### config.mk
export PLATFORM = sky130hd
export DESIGN_NAME = multicycle_control
export DESIGN_NICKNAME = d
export VERILOG_FILES = /design/src/rtl/multicycle_control.sv
export SDC_FILE = /design/constraint.sdc
export NUM_CORES = 1
export LEC_CHECK = 0
export BUFFER_PORTS_ARGS = -buffer_cell sky130_fd_sc_hd__clkbuf_2
export CORE_AREA = 2 2 48 50
export DETAILED_ROUTE_END_ITERATION = 10
export DIE_AREA = 0 0 50 52
export PLACE_DENSITY_LB_ADDON = 0.05
export SYNTH_ARGS = -nofsm -noshare
export SYNTH_HDL_FRONTEND = slang
export SYNTH_SLANG_ARGS = --single-unit
### constraint.sdc
create_clock -name clk -period 3.7 [get_ports clk]
set_input_delay 0.37 -clock clk [delete_from_list [all_inputs] [get_ports clk]]
set_output_delay 0.37 -clock clk [all_outputs]
set_load 0.05 [all_outputs]
### src/rtl/multicycle_control.sv
// multicycle_control
// Main control unit for the multicycle RV32I core. It decodes the instruction
// register fields, steps each instruction through a Moore FSM, and drives the
// ALU operation code plus every datapath mux select and write enable.
//
// Ports:
//   clk, reset          clock (rising edge), asynchronous active-high reset
//   op, funct3, funct7b5 instruction fields from the instruction register
//   Zero                ALU result-is-zero flag, used only for beq
//   PCWrite, AdrSrc, MemWrite, IRWrite, RegWrite   enables / address select
//   ResultSrc, ALUSrcA, ALUSrcB, ImmSrc           datapath mux selects
//   ALUControl          000 AND, 001 OR, 010 ADD, 011 SUB
//   illegal             high while trapped in the ILLEGAL state
//   dbg_state           current state code
//
// State table:
//   state     | meaning
//   FETCH     | read instr at PC, IR <= mem, PC <= PC+4
//   DECODE    | read registers, compute branch target OldPC+imm
//   MEMADR    | compute load/store address rs1+imm
//   MEMREAD   | read data memory at ALUOut
//   MEMWB     | write loaded data to rd
//   MEMWRITE  | write rs2 to data memory at ALUOut
//   EXECUTER  | R-type ALU operation rs1 op rs2
//   EXECUTEI  | I-type ALU operation rs1 op imm
//   ALUWB     | write ALUOut to rd
//   BEQ       | compare rs1-rs2, load branch target if equal
//   JAL       | PC <= target, ALU computes OldPC+4 for the link
//   ILLEGAL   | unsupported instruction, held until reset

module multicycle_control #(
    parameter int STATE_W = 4
) (
    input  logic               clk,
    input  logic               reset,
    input  logic [6:0]         op,
    input  logic [2:0]         funct3,
    input  logic               funct7b5,
    input  logic               Zero,
    output logic               PCWrite,
    output logic               AdrSrc,
    output logic               MemWrite,
    output logic               IRWrite,
    output logic [1:0]         ResultSrc,
    output logic [1:0]         ALUSrcA,
    output logic [1:0]         ALUSrcB,
    output logic [1:0]         ImmSrc,
    output logic [2:0]         ALUControl,
    output logic               RegWrite,
    output logic               illegal,
    output logic [STATE_W-1:0] dbg_state
);

    typedef enum logic [STATE_W-1:0] {
        S_FETCH    = STATE_W'(0),
        S_DECODE   = STATE_W'(1),
        S_MEMADR   = STATE_W'(2),
        S_MEMREAD  = STATE_W'(3),
        S_MEMWB    = STATE_W'(4),
        S_MEMWRITE = STATE_W'(5),
        S_EXECUTER = STATE_W'(6),
        S_EXECUTEI = STATE_W'(7),
        S_ALUWB    = STATE_W'(8),
        S_BEQ      = STATE_W'(9),
        S_JAL      = STATE_W'(10),
        S_ILLEGAL  = STATE_W'(15)
    } state_t;

    localparam logic [6:0] OP_LW  = 7'b0000011;
    localparam logic [6:0] OP_SW  = 7'b0100011;
    localparam logic [6:0] OP_R   = 7'b0110011;
    localparam logic [6:0] OP_I   = 7'b0010011;
    localparam logic [6:0] OP_BR  = 7'b1100011;
    localparam logic [6:0] OP_JAL = 7'b1101111;

    localparam logic [2:0] ALU_AND = 3'b000;
    localparam logic [2:0] ALU_OR  = 3'b001;
    localparam logic [2:0] ALU_ADD = 3'b010;
    localparam logic [2:0] ALU_SUB = 3'b011;

    state_t state_q;
    state_t state_d;

    logic legal_r;
    logic legal_i;

    // funct3 000/110/111 are the only supported ops; 110/111 have no
    // funct7b5=1 variant in the supported R-type subset.
    always_comb begin
        legal_r = (funct3 == 3'b000) ||
                  (((funct3 == 3'b110) || (funct3 == 3'b111)) && !funct7b5);
        legal_i = (funct3 == 3'b000) || (funct3 == 3'b110) || (funct3 == 3'b111);
    end

    function automatic logic [2:0] funct_alu(input logic [2:0] f3, input logic sub);
        logic [2:0] r;
        r = ALU_ADD;
        case (f3)
            3'b000:  r = sub ? ALU_SUB : ALU_ADD;
            3'b110:  r = ALU_OR;
            3'b111:  r = ALU_AND;
            default: r = ALU_ADD;
        endcase
        return r;
    endfunction

    always_ff @(posedge clk or posedge reset) begin
        if (reset) begin
            state_q <= S_FETCH;
        end else begin
            state_q <= state_d;
        end
    end

    always_comb begin
        state_d    = S_FETCH;
        PCWrite    = 1'b0;
        AdrSrc     = 1'b0;
        MemWrite   = 1'b0;
        IRWrite    = 1'b0;
        ResultSrc  = 2'b00;
        ALUSrcA    = 2'b00;
        ALUSrcB    = 2'b00;
        ImmSrc     = 2'b00;
        ALUControl = ALU_AND;
        RegWrite   = 1'b0;
        illegal    = 1'b0;

        case (state_q)
            S_FETCH: begin
                IRWrite    = 1'b1;
                ALUSrcB    = 2'b10;
                ALUControl = ALU_ADD;
                ResultSrc  = 2'b10;
                PCWrite    = 1'b1;
                state_d    = S_DECODE;
            end
            S_DECODE: begin
                ALUSrcA    = 2'b01;
                ALUSrcB    = 2'b01;
                ImmSrc     = 2'b10;
                ALUControl = ALU_ADD;
                if ((op == OP_LW) || (op == OP_SW)) begin
                    state_d = S_MEMADR;
                end else if ((op == OP_R) && legal_r) begin
                    state_d = S_EXECUTER;
                end else if ((op == OP_I) && legal_i) begin
                    state_d = S_EXECUTEI;
                end else if ((op == OP_BR) && (funct3 == 3'b000)) begin
                    state_d = S_BEQ;
                end else if (op == OP_JAL) begin
                    state_d = S_JAL;
                end else begin
                    state_d = S_ILLEGAL;
                end
            end
            S_MEMADR: begin
                ALUSrcA    = 2'b10;
                ALUSrcB    = 2'b01;
                ALUControl = ALU_ADD;
                // Only lw and sw reach here; op[5] separates them.
                ImmSrc     = op[5] ? 2'b01 : 2'b00;
                state_d    = op[5] ? S_MEMWRITE : S_MEMREAD;
            end
            S_MEMREAD: begin
                AdrSrc  = 1'b1;
                state_d = S_MEMWB;
            end
            S_MEMWB: begin
                ResultSrc = 2'b01;
                RegWrite  = 1'b1;
                state_d   = S_FETCH;
            end
            S_MEMWRITE: begin
                AdrSrc   = 1'b1;
                MemWrite = 1'b1;
                state_d  = S_FETCH;
            end
            S_EXECUTER: begin
                ALUSrcA    = 2'b10;
                ALUControl = funct_alu(funct3, funct7b5);
                state_d    = S_ALUWB;
            end
            S_EXECUTEI: begin
                ALUSrcA    = 2'b10;
                ALUSrcB    = 2'b01;
                // addi has no subtract form; instr[30] is immediate data here.
                ALUControl = funct_alu(funct3, 1'b0);
                state_d    = S_ALUWB;
            end
            S_ALUWB: begin
                RegWrite = 1'b1;
                state_d  = S_FETCH;
            end
            S_BEQ: begin
                ALUSrcA    = 2'b10;
                ALUControl = ALU_SUB;
                // Mealy exception: branch taken decided in the same cycle.
                PCWrite    = Zero;
                state_d    = S_FETCH;
            end
            S_JAL: begin
                ALUSrcA    = 2'b01;
                ALUSrcB    = 2'b10;
                ALUControl = ALU_ADD;
                PCWrite    = 1'b1;
                state_d    = S_ALUWB;
            end
            S_ILLEGAL: begin
                illegal    = 1'b1;
                ALUControl = ALU_ADD;
                state_d    = S_ILLEGAL;
            end
            default: begin
                state_d = S_FETCH;
            end
        endcase

        // Reset aborts immediately: no side effects while it is held.
        if (reset) begin
            PCWrite  = 1'b0;
            MemWrite = 1'b0;
            IRWrite  = 1'b0;
            RegWrite = 1'b0;
            illegal  = 1'b0;
        end
    end

    assign dbg_state = state_q;

endmodule

==> results of run 1 <==
## per-layer routing
layer,vias to the layer above,GRT usage [%],routed length [µm]
li1,379,-,-
met1,328,19.6,849
met2,13,26.3,849
met3,0,0.862,33
met4,0,4.63,0
met5,-,0,0
## cells in the mapped netlist
cell       number  share of area, %
nor2_1         10               6.5
nor3_1          8               6.9
nand2_1         7               4.5
o21ai_0         7               6.1
a21oi_1         6               5.2
clkbuf_1        4               2.6
dfrtp_1         4                17
inv_1           3               1.9
nand2b_1        3               3.2
nand3_1         3               2.6
nor2b_1         3               3.2
and3_1          2               2.2
and4_1          2               3.0
nor4_1          2               2.2
xnor2_1         2               3.0
a2111oi_0       1               1.5
a311o_1         1               1.7
and2_1          1               1.1
buf_1           1              0.65
buf_2           1              0.86
buf_4           1               1.3
clkinv_1        1              0.65
conb_1          1              0.65
mux2i_1         1               1.7
nand3b_1        1               1.3
nand4_1         1               1.1
nor4b_1         1               1.5
o211ai_1        1               1.3
o21bai_1        1               1.3
o221ai_1        1               1.5
o31a_1          1               1.5
o31ai_1         1               1.3
o32ai_1         1               1.5
o41ai_1         1               1.5
or2_2           1               1.1
or3_4           1               1.9
or4b_4          1               2.4
## kinds of logic after synthesis
| logic type | count (synthesis) | share of synthesized area (%) |
|---|---|---|
| flip-flops | 4 | 17.3 |
| XOR/XNOR | 2 | 3.03 |
| other | 1 | 0.649 |
| multiplexers | 1 | 1.73 |
| AND/OR/NAND/NOR | 47 | 44.8 |
| buffers and inverters | 11 | 8.01 |
| AO/OA/AOI/OAI | 22 | 24.5 |
## worst min path at each step
stage,end,slack [ns],cells past startpoint
floorplan,dbg_state[0],0.14,1
finish,dbg_state[3],0.09,2
detailed placement,dbg_state[0],0.33,2
global route,dbg_state[2],0.11,2
CTS,dbg_state[3],0.08,2
global placement,dbg_state[0],0.33,2
## cell type report
class,count,share of cell area [%]
flip-flops and latches,4,13.0
repair buffers,33,21.5
well taps,28,4.55
multi-input cells,73,56.1
inverters,4,1.95
clock buffers,3,2.93
## metrics by stage
stage,instance area [µm²],setup WS (ns),cells,utilization [%]
floorplan,578,0.499,88,-
global placement,747,1.57,142,35.5
detailed placement,747,1.49,142,35.5
CTS,769,1.23,145,36.5
global route,769,0.979,145,36.5
finish,769,1.22,145,36.5
==> flow_summary_export.csv, run 1 <==
group,metric,value,unit
status,outcome,"completed",
cts,ctsHoldBuffers,0,
layout,nets,133,
grt,antenna_found_initial,0,
setup_path,worstSetupEndpointType,"primary output",
cts,cts_tree,"yes",
layout,n_antenna_cell,0,
detailed_routing,first_pass_iters,2,
cts,cts_buffer_depth,2,
layout,regArea,100,µm²
cts,cts-resized-gates,0,
synth,ys_ff_latch,4,
cts,path_clk_slew,0.04,ns
detailed_routing,viasPerCell,4.97,
setup_path,worst_r2r_endpoint,"dbg_state[3]",
sta,whs,0.0853,ns
sta,hold_viol,0,
sta,relSlewSlack,56.6,%
synth,synth_nets,102,
cts,htreeDepth,1,
setup_path,critical_path.top_delay_family,"buffers and inverters",
detailed_routing,wl_per_cell,11.9,µm
setup_path,crit-reg2reg-launch,"dbg_state[2]",
floorplan,pin_count,35,
layout,area_growth,33.1,%
detailed_routing,drtAntennaViolNets,0,
setup_path,critPathCapture,"ALUControl[0]",
sta,min_period,2.48,ns
floorplan,rows,17,
setup_path,reg2regPathDepth,3,
detailed_routing,drt_iter0_markers,5,
setup_path,critical_path_buf_inv_count,2,
setup_path,crit_path_start_kind,"register",
sta,report.final.setup_viol,0,
floorplan,dieWidth,50,µm
cts,cts.sinks,4,
placement,io_buffers,33,
grt,grt-ovfl-total,0,
setup_path,slowest_stage,"dfrtp_1",
sta,tns,0,ns
cts,cts_buffers,3,
detailed_routing,via_count,720,
floorplan,initial_core_util,27.5,%
grt,grt_pass1_vias,708,
setup_path,critical-path-max-stage-delay,0.66,ns
setup_path,ff2ff_setup_slack,2.11,ns
floorplan,die_area,0.00260,mm²
cts,root_buffer,"clkbuf_4",
placement,gp_congestion,0.731,
setup_path,worstPathRequired,3.33,ns
worst_hold_path,worst_hold_path_type,"input port to async pin",
placement,dpl.hpwl,1310,µm
sta,report.final.slew_viol_count,0,
setup_path,crit_arrival,2.11,ns
grt,grt_start_max_net_pins,24,
sta,min_period_over_period,67.0,%
cts,clk_latency,0.23,ns
layout,layout_common_cells,"clkbuf_2, nor2_1, nor3_1",
floorplan,core_region_area,0.00211,mm²
sta,skew,0.00144,ns
detailed_routing,totalWireLength,1730,µm
cts,postCtsSetupBuffers,0,
grt,grt_pass1_wl,3080,µm
layout,fillerInstances,244,
sta,clock.fmax,404,MHz
synth,synth_cells,88,
setup_path,crit_type,"register to primary output",
setup_path,cp-startpoint,"dbg_state[1]",
synth,ys_warn_count,0,
setup_path,crit_chain,"clkinv_1, o41ai_1, clkbuf_2",
grt,grt.total_usage,15.0,%
synth,ys_types,37,
floorplan,die_h,52,µm
layout,drive_gt1_share,33.3,%
setup_path,path_max_fanout,17,
synth,syn_area_per_cell,6.57,µm²
synth,ys_seq_area_share,17.3,%
sta,rsz0062_at_grt,"false",
synth,synth_area,578,µm²
sta,tightest_slew,0.651,ns
layout,largest_reg_flops,4,
detailed_routing,drc_errors,0,
layout,layout_commonest_cell,"clkbuf_2",
job,cap_violations,0,
setup_path,crit_cells,3,
layout,multi_input_area,432,µm²
Power of run 1 is not shown: default switching activity piles up to over one toggle a cycle in this logic, so the estimate is an artifact.
==> run 2: changes to the inputs <==
--- a/config.mk
+++ b/config.mk
@@ -5,10 +5,11 @@
 export SDC_FILE = /design/constraint.sdc
 export NUM_CORES = 1
 export LEC_CHECK = 0
+export ABC_AREA = 1
 export BUFFER_PORTS_ARGS = -buffer_cell sky130_fd_sc_hd__clkbuf_2
-export CORE_AREA = 2 2 48 50
+export CORE_AREA = 2 2 46 48
 export DETAILED_ROUTE_END_ITERATION = 10
-export DIE_AREA = 0 0 50 52
+export DIE_AREA = 0 0 48 50
 export PLACE_DENSITY_LB_ADDON = 0.05
 export SYNTH_ARGS = -nofsm -noshare
 export SYNTH_HDL_FRONTEND = slang
==> constraint.sdc (replaced) <==
create_clock -name clk -period 2 [get_ports clk]
set_input_delay 0.2 -clock clk [delete_from_list [all_inputs] [get_ports clk]]
set_output_delay 0.2 -clock clk [all_outputs]
set_load 0.05 [all_outputs]
==> run 2 against run 1 <==
  * Setup slack got worse by 1.0 ns
  * Register-to-register slack got worse by 1.3 ns
  * Cell count rose by 12%
==> flow_summary_export.csv, run 2 <==
group,metric,value,unit
cts,clk_latency,0.23,ns
setup_path,reg2regPathDepth,9,
synth,async_flop_share,100,%
layout,instances_no_fill,163,
floorplan,rows,16,
detailed_routing,totalWireLength,1540,µm
synth,ys.flop_type,"dfrtp_1",
power_and_ir_drop,vdd_drop_max,0.000573,V
sta,min_period_over_period,90.5,%
detailed_routing,viasPerCell,4.34,
layout,nets,151,
sta,hold_viol,0,
sta,clock.fmax,552,MHz
grt,grt-ovfl-total,0,
setup_path,ff2ff_setup_slack,0.78,ns
status,outcome,"completed",
placement,io_buffers,33,
layout,layout_commonest_cell,"clkbuf_2",
setup_path,critical_path_buf_inv_count,3,
floorplan,initial_core_util,27.2,%
detailed_routing,first_pass_iters,4,
grt,grt_start_max_net_pins,8,
layout,n_antenna_cell,0,
setup_path,worstPathRequired,1.80,ns
cts,cts_buffer_depth,2,
detailed_routing,drc_errors,0,
synth,synth_top_cells_by_count,"nand2_1, nor2_1, inv_1",
worst_hold_path,hold_path_end,"dbg_state[1]",
sta,tns,0,ns
power_and_ir_drop,p_leak,0.000472,µW
sta,min_period,1.81,ns
setup_path,critical-path-max-stage-delay,0.40,ns
setup_path,slowest_stage,"dfrtp_1",
placement,dpl.hpwl,1350,µm
setup_path,crit_arrival,1.61,ns
sta,skew,0.00595,ns
power_and_ir_drop,power_density,1960,mW/mm²
floorplan,core_region_area,0.00190,mm²
job,cap_violations,0,
sta,report.final.slew_viol_count,0,
detailed_routing,drtAntennaViolNets,0,
synth,yosys.area.top_type,"dfrtp_1",
layout,layout_common_cells,"clkbuf_2, nand2_1, inv_1, nor2_1, nand3_1",
cts,htreeDepth,1,
worst_hold_path,holdPathStages,3,
grt,grt.total_usage,14.3,%
detailed_routing,via_count,708,
detailed_routing,top_layer,"met3",
sta,rsz0062_at_grt,"false",
setup_path,crit_chain,"inv_1, nor2_1, inv_1, nor2_1, a21oi_1, nor2_2, clkbuf_2",
placement,dp_cells,158,
synth,synth_nets,113,
layout,area_growth,46.9,%
synth,ys_warn_count,0,
detailed_routing,drt-met1-wl,680,µm
worst_hold_path,min_from,"op[5]",
setup_path,worst_r2r_endpoint,"dbg_state[0]",
synth,synth_cells,99,
layout,multi_input_area,348,µm²
cts,postCtsSetupBuffers,0,
sta,report.final.setup_viol,0,
synth,synth_area,518,µm²
cts,path_clk_slew,0.04,ns
floorplan,pin_count,35,
setup_path,cp-startpoint,"dbg_state[3]",
synth,ys_top_cells_by_area,"dfrtp_1, nand2_1, nor2_1",
grt,grt_pass1_wl,2600,µm
detailed_routing,wl_met3,103,µm
layout,largest_reg_flops,4,
worst_hold_path,worst_hold_path_type,"input port to register",
cts,root_buffer,"clkbuf_4",
synth,synth.most_common_cell,"nand2_1",
grt,grt_pass1_vias,642,
synth,synth_top_area_share,19.3,%
detailed_routing,wl_met2,760,µm
synth,syn_area_per_cell,5.23,µm²
synth,synth_edf_count,0,
floorplan,die_h,50,µm
detailed_routing,drt_iter0_markers,19,
placement,placed_cell_area,722,µm²
placement,gp_congestion,0.886,
synth,ys_ff_latch,4,
layout,fillerInstances,240,
cts,cts.sinks,4,
setup_path,crit_path_start_kind,"register",
setup_path,crit_type,"register to primary output",
grt,antenna_found_initial,0,
synth,ys_seq_area_share,19.3,%
synth,ys_types,18,
sta,whs,0.377,ns
setup_path,worstSetupEndpointType,"primary output",
setup_path,path_max_fanout,4,
setup_path,crit-reg2reg-launch,"dbg_state[1]",
floorplan,dieWidth,48,µm
setup_path,critical_path.top_delay_family,"buffers and inverters",
cts,cts_tree,"yes",
detailed_routing,wl_per_cell,9.47,µm
layout,drive_gt1_share,36.8,%
floorplan,die_area,0.00240,mm²
layout,final_area,761,µm²
layout,regArea,103,µm²
cts,cts_buffers,3,
run 2: cell types whose count changed after synthesis, sizes merged, moves of 3 or more:
cell	before	now
nand2	7	28
inv	3	20
nor2	10	22
nor3	8	2
nand3	3	8
a21oi	6	2
clkbuf	4	0
nand2b	3	0
nor2b	3	0
run 2: worst max-delay path by stage:
stage | endpoint | depth (start not counted)
2_1_floorplan | PCWrite | 6
3_3_place_gp | ALUControl[1] | 6
3_5_place_dp | ALUControl[1] | 6
4_1_cts | ALUControl[1] | 6
5_1_grt | PCWrite | 7
6_report | PCWrite | 7
run 2: through the flow:
step / worst slack [ns] / total power [µW] / utilization [%]
6_report: 0.190 / 1490 / 40.0
5_1_grt: 0.0252 / 1610 / 40.0
4_1_cts: 0.113 / 1500 / 39.9
3_5_place_dp: 0.370 / 1390 / 38.0
3_3_place_gp: 0.426 / 1390 / 38.0
2_1_floorplan: -0.0866 / 1130 / -
run 2: logic make-up (layout without fill, tap and decap cells):
logic type | count (synthesis) | count (layout) | synth area share [%]
and+or+nand+nor | 63 | 63 | 52.9
buffers and inverters | 21 | 58 | 15.9
AOI/OAI and AO/OA | 10 | 10 | 11.1
DFF | 4 | 4 | 19.3
other | 1 | 1 | 0.724
run 2: layout make-up:
| cell class | count | area share, % |
|---|---|---|
| well taps | 27 | 4.44 |
| clock buffers | 4 | 3.45 |
| repair buffers | 34 | 23.0 |
| inverters | 20 | 9.87 |
| multi-input cells | 74 | 45.7 |
| flip-flops and latches | 4 | 13.5 |
run 2: tightest hold or removal path: stages:
cell and delay [ns]:
clkbuf_2 0.12, o21ai_0 0.08, o21bai_1 0.16
run 2: layer usage:
metal | vias up | global-route usage, %
met5 | - | 0
met4 | 0 | 2.70
met3 | 0 | 1.10
met2 | 26 | 24.9
met1 | 307 | 18.5
li1 | 375 | -
run 2: report_power, final:
part           internal, µW  leakage, µW  switching, µW
clock network          74.8    0.0000150           32.4
registers               121    0.0000482           57.0
logic                   250     0.000408            956
total                   446     0.000472           1050
run 2: what timing repair did:
action,CTS,global route
gates resized for setup,0,1
hold endpoints to repair,4,0
hold buffers,1,0
endpoints found under the setup margin,0,1
No activity file was read; power rests on OpenSTA's default activity.
